<file path="config.mk">
export PLATFORM = sky130hd
export DESIGN_NAME = sh7034_ibus_prefetch
export DESIGN_NICKNAME = d
export VERILOG_FILES = /design/src/rtl/sh7034_ibus_pkg.sv /design/src/rtl/sh7034_pfq.sv /design/src/rtl/sh7034_ibus_prefetch.sv
export SDC_FILE = /design/constraint.sdc
export NUM_CORES = 1
export LEC_CHECK = 0
export ABC_AREA = 1
export ABC_CLOCK_PERIOD_IN_PS = 5700
export BUFFER_PORTS_ARGS = -buffer_cell sky130_fd_sc_hd__buf_4
export CORE_ASPECT_RATIO = 1.25
export CORE_UTILIZATION = 40
export CTS_BUF_LIST = sky130_fd_sc_hd__clkbuf_4 sky130_fd_sc_hd__clkbuf_8
export CTS_CLUSTER_SIZE = 28
export DETAILED_ROUTE_END_ITERATION = 8
export GPL_TIMING_DRIVEN = 0
export PLACE_DENSITY = 0.63
export SYNTH_ARGS = -nofsm -noshare
export SYNTH_HDL_FRONTEND = slang
export SYNTH_SLANG_ARGS = --single-unit
</file>
<file path="constraint.sdc">
create_clock -name CLK -period 5.7 [get_ports CLK]
set_input_delay 1.425 -clock CLK [delete_from_list [all_inputs] [get_ports CLK]]
set_output_delay 1.425 -clock CLK [all_outputs]
set_load 0.02 [all_outputs]
</file>
<file path="src/rtl/sh7034_ibus_pkg.sv">
// Shared types and constants for the SH7034 instruction-bus prefetcher.
package sh7034_ibus_pkg;

  typedef logic [27:0] ibus_addr_t;

  localparam logic [3:0] BA_LONG = 4'hF;

  typedef enum logic [1:0] {
    IDLE = 2'd0,
    REQ  = 2'd1,
    DROP = 2'd2
  } pf_state_t;

  // Longword-align a bus address.
  function automatic ibus_addr_t lw_align(input ibus_addr_t a);
    return a & ~28'h3;
  endfunction

endpackage

</file>
<file path="src/rtl/sh7034_pfq.sv">
// Halfword opcode FIFO: accepts 0/1/2 halfwords and releases 0/1 per enabled edge.
module sh7034_pfq #(
  parameter int DEPTH = 4
) (
  input  logic                     clk,
  input  logic                     rst_n,
  input  logic                     ce,
  input  logic                     flush,
  input  logic [1:0]               push_n,
  input  logic [15:0]              push_d0,
  input  logic [15:0]              push_d1,
  input  logic                     pop,
  output logic [15:0]              head,
  output logic [$clog2(DEPTH):0]   count
);

  localparam int PW = $clog2(DEPTH);

  logic [15:0]   mem_q [DEPTH];
  logic [15:0]   mem_d [DEPTH];
  logic [PW-1:0] rd_q, rd_d;
  logic [PW-1:0] wr_q, wr_d;
  logic [PW:0]   count_q, count_d;

  // Next pointers, occupancy and storage contents; flush discards everything.
  always_comb begin
    mem_d   = mem_q;
    rd_d    = rd_q;
    wr_d    = wr_q;
    count_d = count_q;
    if (ce) begin
      if (flush) begin
        rd_d    = '0;
        wr_d    = '0;
        count_d = '0;
      end else begin
        if (push_n != 2'd0) mem_d[wr_q] = push_d0;
        if (push_n == 2'd2) mem_d[wr_q + PW'(1)] = push_d1;
        wr_d    = wr_q + PW'(push_n);
        rd_d    = rd_q + PW'(pop);
        count_d = count_q + (PW+1)'(push_n) - (PW+1)'(pop);
      end
    end
  end

  // Control registers with synchronous active-low reset.
  always_ff @(posedge clk) begin
    if (!rst_n) begin
      rd_q    <= '0;
      wr_q    <= '0;
      count_q <= '0;
    end else begin
      rd_q    <= rd_d;
      wr_q    <= wr_d;
      count_q <= count_d;
    end
  end

  // Opcode storage; contents are only meaningful where count says so.
  always_ff @(posedge clk) begin
    mem_q <= mem_d;
  end

  assign head  = mem_q[rd_q];
  assign count = count_q;

endmodule

</file>
<file path="src/rtl/sh7034_ibus_prefetch.sv">
// IBUS longword fetcher feeding the decoder with big-endian halfword opcodes.
module sh7034_ibus_prefetch
  import sh7034_ibus_pkg::*;
#(
  parameter int         DEPTH    = 4,
  parameter logic [27:0] RESET_PC = 28'h0
) (
  input  logic        CLK,
  input  logic        RST_N,
  input  logic        CE_R,
  input  logic        CE_F,
  output logic [27:0] IBUS_A,
  output logic [31:0] IBUS_DO,
  input  logic [31:0] IBUS_DI,
  output logic [3:0]  IBUS_BA,
  output logic        IBUS_WE,
  output logic        IBUS_REQ,
  input  logic        IBUS_BUSY,
  input  logic        IBUS_ACT,
  input  logic        IF_JUMP,
  input  logic [27:0] IF_JUMP_PC,
  output logic        IF_VALID,
  output logic [15:0] IF_DATA,
  output logic [27:0] IF_PC,
  input  logic        IF_ACK
);

  localparam int CW = $clog2(DEPTH) + 1;

  pf_state_t  state_q, state_d;
  ibus_addr_t addr_q, addr_d;
  ibus_addr_t pend_q, pend_d;
  ibus_addr_t pc_q, pc_d;
  logic       skip_q, skip_d;

  logic [CW-1:0] q_count;
  logic [15:0]   q_head;
  logic [CW-1:0] cnt_next;
  logic [1:0]    push_n;
  logic          pop, flush, done, push_go, space_ok;
  ibus_addr_t    jmp_a;
  logic          unused_ok;

  // CE_F and IBUS_ACT carry no information this initiator needs.
  assign unused_ok = ^{CE_F, IBUS_ACT, IF_JUMP_PC[0]};

  assign jmp_a    = lw_align(IF_JUMP_PC);
  assign flush    = CE_R & IF_JUMP;
  assign pop      = CE_R & IF_ACK & IF_VALID & ~IF_JUMP;
  assign done     = CE_R & (state_q != IDLE) & ~IBUS_BUSY;
  assign push_go  = done & (state_q == REQ) & ~IF_JUMP;
  assign push_n   = !push_go ? 2'd0 : (skip_q ? 2'd1 : 2'd2);
  // Only one longword is ever outstanding, so post-edge occupancy decides issue.
  assign cnt_next = q_count + CW'(push_n) - CW'(pop);
  assign space_ok = (int'(cnt_next) <= DEPTH - 2);

  sh7034_pfq #(.DEPTH(DEPTH)) u_q (
    .clk     (CLK),
    .rst_n   (RST_N),
    .ce      (CE_R),
    .flush   (flush),
    .push_n  (push_n),
    .push_d0 (skip_q ? IBUS_DI[15:0] : IBUS_DI[31:16]),
    .push_d1 (IBUS_DI[15:0]),
    .pop     (pop),
    .head    (q_head),
    .count   (q_count)
  );

  // Fetch FSM plus address, skip and head-PC bookkeeping; a redirect overrides all.
  always_comb begin
    state_d = state_q;
    addr_d  = addr_q;
    pend_d  = pend_q;
    pc_d    = pc_q;
    skip_d  = skip_q;
    if (CE_R) begin
      if (pop) pc_d = pc_q + 28'd2;
      case (state_q)
        IDLE: begin
          if (IF_JUMP) begin
            addr_d  = jmp_a;
            state_d = REQ;
          end else if (space_ok) begin
            state_d = REQ;
          end
        end
        REQ: begin
          if (IF_JUMP) begin
            if (IBUS_BUSY) begin
              pend_d  = jmp_a;
              state_d = DROP;
            end else begin
              addr_d  = jmp_a;
              state_d = REQ;
            end
          end else if (!IBUS_BUSY) begin
            addr_d  = addr_q + 28'd4;
            skip_d  = 1'b0;
            state_d = space_ok ? REQ : IDLE;
          end
        end
        DROP: begin
          if (IF_JUMP) pend_d = jmp_a;
          if (!IBUS_BUSY) begin
            addr_d  = IF_JUMP ? jmp_a : pend_q;
            state_d = REQ;
          end
        end
        default: state_d = IDLE;
      endcase
      if (IF_JUMP) begin
        skip_d = IF_JUMP_PC[1];
        pc_d   = IF_JUMP_PC & ~28'h1;
      end
    end
  end

  // State and address registers with synchronous active-low reset.
  always_ff @(posedge CLK) begin
    if (!RST_N) begin
      state_q <= IDLE;
      addr_q  <= lw_align(RESET_PC);
      pend_q  <= lw_align(RESET_PC);
      pc_q    <= RESET_PC & ~28'h1;
      skip_q  <= RESET_PC[1];
    end else begin
      state_q <= state_d;
      addr_q  <= addr_d;
      pend_q  <= pend_d;
      pc_q    <= pc_d;
      skip_q  <= skip_d;
    end
  end

  assign IBUS_A   = addr_q;
  assign IBUS_DO  = 32'h0;
  assign IBUS_BA  = BA_LONG;
  assign IBUS_WE  = 1'b0;
  assign IBUS_REQ = (state_q != IDLE);
  assign IF_VALID = (q_count != '0);
  assign IF_DATA  = IF_VALID ? q_head : 16'h0;
  assign IF_PC    = pc_q;

endmodule

</file>
Word level (Yosys, flattened, before mapping)
Cells that the tools add are included.
{"block": "word_totals", "reg_bits": 158, "inputBits": 68, "out_inout_bits": 111, "word_cells": 109}
{"block": "classes", "n_addsub": 7, "magnitude_cmp": 6, "eq_ne": 11, "mux": 43, "n_bitwise": 14, "n_reduce_logical": 16}
{"cell": "28-bit two-way mux", "count": 10}
{"cell": "64-bit two-way mux", "count": 4}
{"cell": "64-bit bitwise mux", "count": 2}
{"cell": "16-bit two-way mux", "count": 6}
{"cell": "28-bit one-hot mux with 3 select lines", "count": 1}
{"cell": "16-bit demux with 2-bit select", "count": 2}
{"cell": "28-bit one-hot mux with 2 select lines", "count": 1}
{"cell": "16-bit binary-select mux with 2-bit select", "count": 1}
{"cell": "28-bit by 2-bit adder with 28-bit output (second input constant)", "count": 1}
{"cell": "28-bit by 3-bit adder with 28-bit output (second input constant)", "count": 1}
{"cell": "2-bit two-way mux", "count": 10}
{"cell": "2-bit inequality test (second input constant)", "count": 5}
{"cell": "2-bit nonzero test", "count": 5}
{"cell": "3-bit >= comparator (second input constant)", "count": 3}
{"cell": "2-bit NOT with 3-bit output", "count": 3}
{"cell": "1-bit bitwise AND", "count": 8}
{"cell": "4-bit AND reduction", "count": 2}
{"cell": "3-bit by 1-bit less-than comparator with 1-bit output (second input constant)", "count": 2}
{"cell": "3-bit inequality test (second input constant)", "count": 2}
{"cell": "2-bit one-hot mux with 3 select lines", "count": 1}
{"cell": "3-bit nonzero test", "count": 2}
{"cell": "5-bit AND reduction", "count": 1}
{"cell": "2-bit == test (second input constant)", "count": 2}
{"cell": "1-bit two-way mux", "count": 4}
{"cell": "14 further kinds", "count": 18}

Logic depth before layout (Yosys ltp)
{"block": "depth", "ltp_word": 13, "ltp_mapped": 16, "ltp_nobuf": 15}

Hierarchy
Synthesis repeated with hierarchy kept, for this count alone.
{"block": "hier_totals", "cells_unflattened": 1616, "area_unflattened_um2": 10918.0}
{"mod": "sh7034_ibus_prefetch", "instances": 1, "cells_each": 1053, "area_each_um2": 6331.1, "seq_area_each_um2": 1721.7}
{"mod": "sh7034_pfq", "instances": 1, "cells_each": 563, "area_each_um2": 4586.9, "seq_area_each_um2": 2062.0}

Worst setup path before layout
Ideal clock, no wire load.
{"block": "synth_timing", "path_type": "in2reg", "startpoint": "input CE_R", "endpoint": "register state_q[0]", "setup_time_ps": 70, "arrival_time_ps": 4288, "required_ps": 5630, "setup_slack_ps": 1341, "path_stages": 14, "n_path_buf": 1, "cell_sequence": "buf_4 > nand2_1 > inv_2 > nand3_4 > nor2_1 > inv_1 > ha_1 > fa_1 > xor2_1 > o21ai_0 > nand2_1 > nor2_1 > nand2_1 > a21oi_1"}
{"block": "synth_between", "elab_chain_cells": 12, "word_cells_on_any_way": 17, "classes_between": "add/sub: 2; order compare: 1; eq/ne: 1; mux: 5; bitwise: 7; reduce/logical: 1"}
{"element": "start, declared", "line": "sh7034_ibus_prefetch.sv:10", "source": "input logic CE_R,"}
{"element": "1-bit bitwise AND (2 in series)", "line": "sh7034_ibus_prefetch.sv:50", "source": "assign done = CE_R & (state_q != IDLE) & ~IBUS_BUSY;"}
{"element": "1-bit bitwise AND (2 in series)", "line": "sh7034_ibus_prefetch.sv:51", "source": "assign push_go = done & (state_q == REQ) & ~IF_JUMP;"}
{"element": "2-bit two-way mux", "line": "sh7034_ibus_prefetch.sv:52", "source": "assign push_n = !push_go ? 2'd0 : (skip_q ? 2'd1 : 2'd2);"}
{"element": "3-bit by 2-bit adder with 3-bit output", "line": "sh7034_ibus_prefetch.sv:54", "source": "assign cnt_next = q_count + CW'(push_n) - CW'(pop);"}
{"element": "3-bit by 1-bit subtractor with 3-bit output", "line": "sh7034_ibus_prefetch.sv:54"}
{"element": "3-bit by 2-bit less-or-equal comparator with 1-bit output", "line": "sh7034_ibus_prefetch.sv:55", "source": "assign space_ok = (int'(cnt_next) <= DEPTH - 2);"}
{"element": "1-bit two-way mux", "line": "sh7034_ibus_prefetch.sv:100", "source": "state_d = space_ok ? REQ : IDLE;"}
{"element": "2-bit two-way mux", "line": "sh7034_ibus_prefetch.sv:97", "source": "end else if (!IBUS_BUSY) begin"}
{"element": "2-bit two-way mux", "line": "sh7034_ibus_prefetch.sv:89", "source": "if (IF_JUMP) begin"}
{"element": "2-bit one-hot mux with 3 select lines", "line": "sh7034_ibus_prefetch.sv:79", "source": "case (state_q)"}
{"element": "end signal, assigned", "line": "sh7034_ibus_prefetch.sv:128", "source": "state_q <= state_d;"}
{"element": "end, declared", "line": "sh7034_ibus_prefetch.sv:30", "source": "pf_state_t state_q, state_d;"}
Parallel ways exist; a longest one is shown, timed or not. The select of a mux whose other input is x is not followed.
A chain may end at the register's enable or synchronous reset.

Worst setup path in the final report
{"block": "layout_timing", "startpoint": "input IF_JUMP", "endpoint": "register state_q[0]"}
{"block": "layout_between", "elab_chain_cells": 10, "word_cells_on_any_way": 15, "classes_between": "add/sub: 2; order compare: 1; eq/ne: 2; mux: 6; bitwise: 3; reduce/logical: 1"}
{"element": "start, declared", "line": "sh7034_ibus_prefetch.sv:20", "source": "input logic IF_JUMP,"}
{"element": "1-bit NOT", "line": "sh7034_ibus_prefetch.sv:49, sh7034_ibus_prefetch.sv:51"}
{"element": "1-bit bitwise AND", "line": "sh7034_ibus_prefetch.sv:51"}
{"element": "2-bit two-way mux", "line": "sh7034_ibus_prefetch.sv:52"}
{"element": "3-bit by 2-bit adder with 3-bit output", "line": "sh7034_ibus_prefetch.sv:54"}
{"element": "3-bit by 1-bit subtractor with 3-bit output", "line": "sh7034_ibus_prefetch.sv:54"}
{"element": "3-bit by 2-bit less-or-equal comparator with 1-bit output", "line": "sh7034_ibus_prefetch.sv:55"}
{"element": "1-bit two-way mux", "line": "sh7034_ibus_prefetch.sv:100"}
{"element": "2-bit two-way mux", "line": "sh7034_ibus_prefetch.sv:97"}
{"element": "2-bit two-way mux", "line": "sh7034_ibus_prefetch.sv:89"}
{"element": "2-bit one-hot mux with 3 select lines", "line": "sh7034_ibus_prefetch.sv:79"}
Parallel ways exist; a longest one is shown, timed or not. The select of a mux whose other input is x is not followed.

==> out/results.ini <==
[power]
power_frac_clock_pct = 32.2
p_leak_nw = 5.441
p_comb_share_pct = 20.2
seq_power_share_pct = 47.6
ir_drop_v = 0.0001302
power_switching_w = 0.0009145
power.density_mw_per_mm2 = 217.0
p_int_w = 0.001810
switching_share_pct = 33.57

[die]
die-area_mm2 = 0.02710
start_util_pct = 40.65
io_pins = 179
dieWidth_um = 147.4
die_h_um = 183.8
core-area_mm2 = 0.02601
rows = 66

[cts]
cts_root_buf = clkbuf_8
clk_pin_slew_ns = 0.09
postCtsSetupBuffers = 0
numCtsBuffers = 17
cts_sinks = 157
cts_resized = 0
clock_path_buffers = 2
cts-htree-levels = 4
worstSkewPairLatency_ns = 0.49
hold_buffers = 0
tritoncts = built

[sta]
clock-skew-final_ns = 0.02113
setup_viol = 0
tns_ns = 0
rsz0062_at_grt = no
max_freq_mhz = 245.1
relSlewSlack_pct = 40.79
fin_crit_sh_pct = 71.59
whs_ns = 0.4684
post-route-min-period_ns = 4.081
final_hold_viol_count = 0
slew_viol_final = 0
fin_ws_ns = 1.619
worstMarginPinSlew_ns = 0.8882

[routing]
drt_pre_antenna_iters = 6
vias = 11420
detail-route-antenna-nets = 0
routed_wl_um = 38140
drcViolationCount = 0
post_drt_wl_per_cell_um = 17.92
vias_per_cell = 5.366
drt_iter0_drc = 852

[synthesis]
synth_ff_type = dfxtp_1
netlist-cell-type-count = 50
ys_ff_latch = 157
synth_edf_count = 64
synthArstFlopShare_pct = 0
synth_cells = 1584
ys_warn_count = 0
yosysSeqAreaShare_pct = 35.78
synth_area_mm2 = 0.01058
synth_area_per_cell_um2 = 6.676

[global_route]
grt_overflow_total = 0
grt_use_total_pct = 28.29
grt_start_max_net_pins = 71
antenna_found_initial = 0
grt_pass1_wl_um = 58590
grt_pass1_vias = 10860

[worst_hold_path]
min_to = pend_q[0]
hold_depth = 2
min_from = pend_q[0]
min_path_type = flip-flop to flip-flop

[outcome]
status = finished, final reports clean

[critical_path]
cp.arrival_ns = 4.48
r2r_cells = 16
r2r_slack_ns = 2.67
crit_path_end_kind = flip-flop
r2r_end = state_q[0]
reg2reg_from = state_q[1]
cp_max_fo = 70
crit_type = input pin to flip-flop
cp.required_ns = 6.10
start_kind = input pin

[cells_and_area]
nFillCells = 2788
diodes = 0
drive_gt1_share_pct = 15.32
nets = 1855
layout-area-overhead-vs-synth_pct = 18.71

[place]
port_buffers = 136
gp_congestion = 0.9935
place_ws_ns = 1.105
dp_hpwl_um = 28500

[job]
cap_violations = 0

critical path: stages:
cell and delay, ns:
buf_4 0.15, inv_2 0.06, nand2_1 0.09, inv_4 0.65, nand3_4 0.25, nor2_1 0.21, inv_1 0.11, ha_1 0.30
fa_1 0.57, nor2_1 0.06, o21ai_0 0.15, nand2_1 0.11, nor2_1 0.13, nand2_1 0.06, a21oi_1 0.12
cell families (layout without fill, tap and decap cells):
kind of cell    count (synthesis)  count (layout)  synth area share, %
compound gates                436             436                22.21
fa+ha+maj                      12              12                1.491
xor+xnor                       23              23                1.905
other cells                     2              38              0.07102
buf+inv                       306             474                12.80
flops                         157             157                35.78
simple gates                  647             647                25.65
mux                             1               1              0.09466
cells in the final DEF, fill, tap and decap left out, drive strengths merged, types with 3 or more instances in the layout:
master  instances
ha             11
nor3           14
o221ai          3
dfxtp          93
inv           192
xnor2           9
nand3b          4
o211ai         37
or2             7
edfxtp         64
nand4           4
buf           213
nor4            4
clkbuf         66
conb           38
nor2          117
a21oi         172
o21ai         193
a31oi          19
o31ai           3
xor2           14
nand3          73
o22ai           3
nand2         418
synthesized netlist by cell type (3+ instances only):
library cell	number	area share, %
nor2_1	110	3.9
nor3_4	3	0.46
clkbuf_1	47	1.7
xor2_1	14	1.2
o21ai_0	132	6.2
inv_1	168	6.0
edfxtp_1	64	18
nand2_2	4	0.24
dfxtp_1	93	18
or2_2	7	0.41
nor2_2	6	0.35
o22ai_1	3	0.18
buf_6	3	0.32
nor3_1	10	0.47
buf_2	24	1.1
ha_1	11	1.3
buf_1	11	0.39
nand3b_1	4	0.28
inv_2	11	0.39
o221ai_1	3	0.25
nand4_1	4	0.24
o211ai_1	37	2.6
a31oi_1	19	1.1
nor4_1	3	0.18
o31ai_1	3	0.21
nand3_1	72	3.4
xnor2_1	9	0.75
buf_4	39	2.8
nand2_1	413	15
a21oi_1	172	8.1
o21ai_1	61	2.9
routing by layer:
layer / global-route usage (%) / routed length, um / vias to the layer above
met5: 0 / 0 / -
met1: 33.03 / 14660 / 5270
met4: 17.90 / 2056 / 0
met2: 48.87 / 18840 / 473
met3: 3.672 / 2594 / 134
li1: - / - / 5541
stage by stage:
stage                     util (%)  cells  area, um^2  total power [W]
final                        48.26   2128       12550         0.002724
after detailed placement     46.74   2096       12160         0.001867
after CTS                    48.26   2128       12550         0.002736
after floorplan                  -   1620       10710         0.001653
after global placement       46.73   2096       12160         0.001862
after global routing         48.26   2128       12550         0.002843
power groups by stage:
| stage | registers [W] | clock network [W] | logic, W |
|---|---|---|---|
| 2_1_floorplan | 0.00134 | 0 | 0.000315 |
| 5_1_grt | 0.00131 | 0.000935 | 0.000603 |
| 6_report | 0.00130 | 0.000878 | 0.000551 |
| 3_5_place_dp | 0.00132 | 0 | 0.000546 |
| 3_3_place_gp | 0.00132 | 0 | 0.000542 |
| 4_1_cts | 0.00130 | 0.000893 | 0.000548 |
flip-flops by register name, summed over array words and instances, names as in the netlist:
name and count:
u_q.mem_q 64, IBUS_A 28, pend_q 28, IF_PC 27, u_q.count 3, state_q 2, u_q.rd_q 2, u_q.wr_q 2
skip_q 1
layout make-up:
cell class | count | area, um^2 | share of cell area (%)
Tap cell | 340 | 425.4 | 3.389
Timing Repair Buffer | 136 | 1021 | 8.133
Buffer | 125 | 669.4 | 5.332
Clock buffer | 18 | 247.7 | 1.973
Clock inverter | 14 | 146.4 | 1.166
Multi-Input combinational cell | 1157 | 5573 | 44.39
Inverter | 181 | 686.9 | 5.472
Sequential cell | 157 | 3784 | 30.14
how the worst max path moves through the flow:
stage / from / end / slack (ns) / depth (start not counted)
after floorplan: CE_R / state_q[0] / 1.34 / 14
after global placement: IF_JUMP / state_q[0] / 0.69 / 15
after detailed placement: IF_JUMP / state_q[0] / 1.10 / 15
after CTS: IF_JUMP / state_q[0] / 1.61 / 15
after global routing: IF_JUMP / state_q[0] / 1.35 / 15
final: IF_JUMP / state_q[0] / 1.62 / 15
(Power assumes the default switching activity.)
